<file path="src/rtl/fx_sub_sat.sv">
// Saturating fixed-point subtractor: dout = clamp(a - b) back to the operand format.
// Latency: 2 cycles (S1 full-width difference, S2 saturation), 1 result per cycle.
// Backpressure: in_ready = !s1_valid | s2_adv; a stalled output holds dout/sat stable, nothing is dropped.
//
// Ports:
//   clk, rst              clock, synchronous active-high reset
//   in_valid/in_ready     operand handshake for din_a (minuend) and din_b (subtrahend)
//   out_valid/out_ready   result handshake for dout and sat (sat = result was clamped)
//   ovf_sticky, sat_cnt   saturation statistics, updated on delivered results only
//   clr_stat              clears ovf_sticky and sat_cnt, wins over a same-cycle event
module fx_sub_sat #(
    parameter int SIGN_BIT = 1,
    parameter int INT_BIT  = 7,
    parameter int FLT_BIT  = 16,
    parameter int CNT_W    = 16,
    localparam int DW      = SIGN_BIT + INT_BIT + FLT_BIT
) (
    input  logic             clk,
    input  logic             rst,
    input  logic             in_valid,
    output logic             in_ready,
    input  logic [DW-1:0]    din_a,
    input  logic [DW-1:0]    din_b,
    output logic             out_valid,
    input  logic             out_ready,
    output logic [DW-1:0]    dout,
    output logic             sat,
    output logic             ovf_sticky,
    output logic [CNT_W-1:0] sat_cnt,
    input  logic             clr_stat
);

    // S1 state: full-width difference
    logic          s1_vld_q;
    logic [DW:0]   s1_diff_q;
    logic [DW:0]   s1_diff_d;

    // S2 state: saturated result
    logic          out_vld_q;
    logic [DW-1:0] dout_q;
    logic [DW-1:0] dout_d;
    logic          sat_q;
    logic          sat_d;

    // statistics
    logic             ovf_q;
    logic [CNT_W-1:0] cnt_q;
    logic [CNT_W-1:0] cnt_d;

    logic s2_adv;
    logic sat_evt;

    assign s2_adv   = !out_vld_q || out_ready;
    // Gated by rst so the block advertises no space while being reset.
    assign in_ready = !rst && (!s1_vld_q || s2_adv);

    // One extra bit of headroom makes the difference exact for any operand pair.
    assign s1_diff_d = {din_a[DW-1], din_a} - {din_b[DW-1], din_b};

    // Top two bits disagree -> the result does not fit in DW bits.
    // The top bit is the true sign, so clamp towards it.
    always_comb begin
        sat_d  = 1'b0;
        dout_d = s1_diff_q[DW-1:0];
        if (s1_diff_q[DW] != s1_diff_q[DW-1]) begin
            sat_d  = 1'b1;
            dout_d = {s1_diff_q[DW], {(DW-1){~s1_diff_q[DW]}}};
        end
    end

    // Only results actually handed downstream are counted.
    assign sat_evt = out_vld_q && out_ready && sat_q;

    always_comb begin
        cnt_d = cnt_q;
        if (cnt_q != {CNT_W{1'b1}}) begin
            cnt_d = cnt_q + CNT_W'(1);
        end
    end

    always_ff @(posedge clk) begin
        if (rst) begin
            s1_vld_q  <= 1'b0;
            s1_diff_q <= '0;
            out_vld_q <= 1'b0;
            dout_q    <= '0;
            sat_q     <= 1'b0;
            ovf_q     <= 1'b0;
            cnt_q     <= '0;
        end else begin
            if (in_ready) begin
                s1_vld_q <= in_valid;
                if (in_valid) begin
                    s1_diff_q <= s1_diff_d;
                end
            end

            if (s2_adv) begin
                out_vld_q <= s1_vld_q;
                if (s1_vld_q) begin
                    dout_q <= dout_d;
                    sat_q  <= sat_d;
                end
            end

            if (clr_stat) begin
                ovf_q <= 1'b0;
                cnt_q <= '0;
            end else if (sat_evt) begin
                ovf_q <= 1'b1;
                cnt_q <= cnt_d;
            end
        end
    end

    assign out_valid  = out_vld_q;
    assign dout       = dout_q;
    assign sat        = sat_q;
    assign ovf_sticky = ovf_q;
    assign sat_cnt    = cnt_q;

endmodule

</file>
<file path="config.mk">
export PLATFORM = sky130hd
export DESIGN_NAME = fx_sub_sat
export DESIGN_NICKNAME = d
export VERILOG_FILES = /design/src/rtl/fx_sub_sat.sv
export SDC_FILE = /design/constraint.sdc
export NUM_CORES = 1
export LEC_CHECK = 0
export CAP_MARGIN = 10
export CORE_ASPECT_RATIO = 1.1
export CORE_MARGIN = 8
export CORE_UTILIZATION = 30
export DETAILED_ROUTE_END_ITERATION = 8
export PLACE_DENSITY_LB_ADDON = 0.3
export SLEW_MARGIN = 20
export SYNTH_ARGS = -nofsm -noshare
export SYNTH_HDL_FRONTEND = slang
export SYNTH_SLANG_ARGS = --single-unit
</file>
<file path="constraint.sdc">
create_clock -name clk -period 3.9 [get_ports clk]
set_input_delay 1.17 -clock clk [delete_from_list [all_inputs] [get_ports clk]]
set_output_delay 1.17 -clock clk [all_outputs]
set_load 0.01 [all_outputs]
</file>
==> impl_metrics.ini <==
[cts]
clockBufferDepth = 2
cts_tree = done
ctsResizeCount = 0
cts_root_buffer = clkbuf_16
clkTransAtPathRegs_ns = 0.05
ctsHoldBuffers = 0
cts_sinks = 69
htree_levels = 3
clk_latency_ns = 0.32
cts_buffers = 9
post_cts_buffers = 0

[finish]
final_cell_mix = 96 x clkdlybuf4s50_1, 69 x dfxtp_1, 64 x nor2_1, 40 x a21oi_1, 37 x inv_1
utilization_pct = 40.71
insertedDiodeCount = 0
drive_gt1_share_pct = 5.281
layout.nets = 683
fillerInstances = 1448
final_common_cell = clkdlybuf4s50_1
synthToLayoutAreaGrowth_pct = 34.46
final_cell_area_sq_mm = 0.005547

[power_and_ir_drop]
p_clk_share_pct = 35.2
p_per_area_mw_per_mm2 = 367.7
switching_share_pct = 29.38
p_leak_nw = 2.115
combPwrFrac_pct = 25.5
p_sw_uw = 599.2
seq_power_share_pct = 39.2
intPower_mw = 1.440
irDropWorstVdd_v = 0.0002215

[flow_run]
max-cap-violations = 0

[detailed_routing]
firstDrtPassIters = 4
wl_um = 11530
wl_per_cell_um = 14.52
route.vias.total = 4024
ant_nets = 0
routed_via_density = 5.068
first_iter_violations = 175
drc_errors = 0

[synth]
synth_fa_ha_area_share_pct = 8.675
synth_simple_gate_area_share_pct = 20.78
synth_ff_type = dfxtp_1
synth_cell_types = 53
ys_warn_count = 0
syn_area_sq_mm = 0.004125
syn_avg_cell_area_sq_um = 8.010
synth_edf_count = 0
synth_nets = 596
async_flop_share_pct = 0
synth-xor-area-share_pct = 5.732
synth.yosys.seq_area_share_pct = 33.48
synthMuxAreaShare_pct = 0.4853
ys_top_cells_by_area = dfxtp_1 33%, ha_1 8.2%, nor2_1 5.8%, a211oi_1 5.1%, a21oi_1 4.9%
yosys.area.top_type_share_pct = 33.48
synth_top_family_by_area = compound AO/OA/AOI/OAI gates
ys_ff_latch = 69
synth_compound_area_share_pct = 24.63
yosysTopAreaCell = dfxtp_1
netlist_instances = 515

[place]
placed_area_sq_mm = 0.005286
gp_congestion = 0.8547
dp_hpwl_um = 8924
portBuffers = 96

[global_route]
antenna_found_initial = 0
grt_usage_pct = 12.88
grt_max_degree = 51
overflow = 0
grt_pass1_vias = 3889
grt_pass1_wl_um = 18670

[worst_setup_path]
crit_top_cell = clkdlybuf4s50_1
path_cells = clkdlybuf4s50_1 > nor2b_1 > a21oi_1 > clkdlybuf4s50_1
worstSetupEndpointType = output pin
reg2reg_from = s1_diff_q[23]$_SDFFE_PP0P_
critPathMaxFanout = 3
crit_type = input port to output pin
slowest_delay_ns = 0.49
cp-start-kind = input port
crit_start = out_ready
crit_arrival_ns = 2.52
required_ns = 2.73
slowest_stage = clkdlybuf4s50_1

[timing]
fin_setup_tns_ns = 0
slew_headroom_pct = 45.82
report.final.slew_viol_count = 0
hold_viol = 0
layout_min_cycle_time_ns = 3.690
grt_setup_unrepaired = false
max_freq_ghz = 0.2710
setup_viol = 0
clock_skew_ns = 0.006581
worst_pin_slew_ns = 0.8127
post-route-period-util_pct = 94.62
hold_ws_ns = 0.4594

[worst_hold_path]
min_path_type = flop to flop
min-delay-start = s1_diff_q[14]$_SDFFE_PP0P_

[die]
core_area_sq_mm = 0.01363
dieArea_sq_mm = 0.01776
io_pins = 97
rows = 45
die-width_um = 127.8
initial_core_util_pct = 30.28
fp.dieH_um = 139.0

[outcome]
status = complete, no violations
-- Yosys cell counts, drive strengths merged (11+ instances only) --
library cell	instances
ha	27
xor2	14
nand4	16
nand2	20
a211oi	28
a31oi	11
dfxtp	69
a21o	11
clkbuf	23
nor2	64
xnor2	13
a21oi	40
o21ai	22
nand3	32
inv	37
-- kinds of logic after synthesis --
group | count (synthesis)
AO/OA/AOI/OAI | 149
AND/OR/NAND/NOR | 173
flip-flops | 69
XOR/XNOR | 27
adder cells (fa/ha/maj) | 28
multiplexers | 2
buffers and inverters | 67
-- layer usage --
layer / track usage, % / vias up / part of all wire, %
li1: - / 2042 / -
met4: 4.637 / 0 / 1.0
met3: 2.462 / 8 / 4.9
met5: 0 / - / 0
met2: 22.13 / 114 / 49
met1: 15.49 / 1860 / 45
-- critical path, delay by kind of cell --
kind                   cells  cell delay, ns
AOI/OAI and AO/OA          1            0.12
buffers and inverters      2            0.92
and+or+nand+nor            1            0.30
-- power by group through the flow --
stage	Combinational [mW]	Sequential (mW)	Clock, mW
after floorplan	0.321	0.814	0
final	0.521	0.800	0.719
after CTS	0.524	0.800	0.738
after global placement	0.515	0.814	0
after detailed placement	0.520	0.815	0
after global routing	0.579	0.806	0.773
-- registers in the layout (all words and copies together), names as in the netlist --
signal and cells:
s1_diff_q 25, dout 24, sat_cnt 16, out_valid 1
ovf_sticky 1, s1_vld_q 1, sat 1
-- layout make-up --
type | count | area [sq um] | area share, %
timing repair buffer | 106 | 1036 | 18.68
tap | 188 | 235.2 | 4.241
clock buffer | 13 | 250.2 | 4.512
sequential | 69 | 1381 | 24.90
clock inverter | 2 | 10.01 | 0.1805
multi-input combinational | 379 | 2495 | 44.98
inverter | 37 | 138.9 | 2.504
-- stage by stage --
| step | power [mW] | cells | setup slack (ns) |
|---|---|---|---|
| final | 2.040 | 794 | 0.2099 |
| after global routing | 2.158 | 794 | 0.1554 |
| after CTS | 2.063 | 794 | 0.2118 |
| after detailed placement | 1.335 | 779 | 0.1294 |
| after global placement | 1.329 | 779 | 0.1677 |
| after floorplan | 1.135 | 515 | 0.7434 |
-- worst paths after layout --
kind / endpoint / slack (ns) / cells after the start
worst max-delay path: in_ready / 0.21 / 4
worst min-delay path: s1_diff_q[14]$_SDFFE_PP0P_ / 0.46 / 2
worst max register to register: dout[22]$_SDFFE_PP0P_ / 1.86 / 6
worst min register to register: s1_diff_q[14]$_SDFFE_PP0P_ / 0.46 / 2
(Power assumes the default switching activity.)
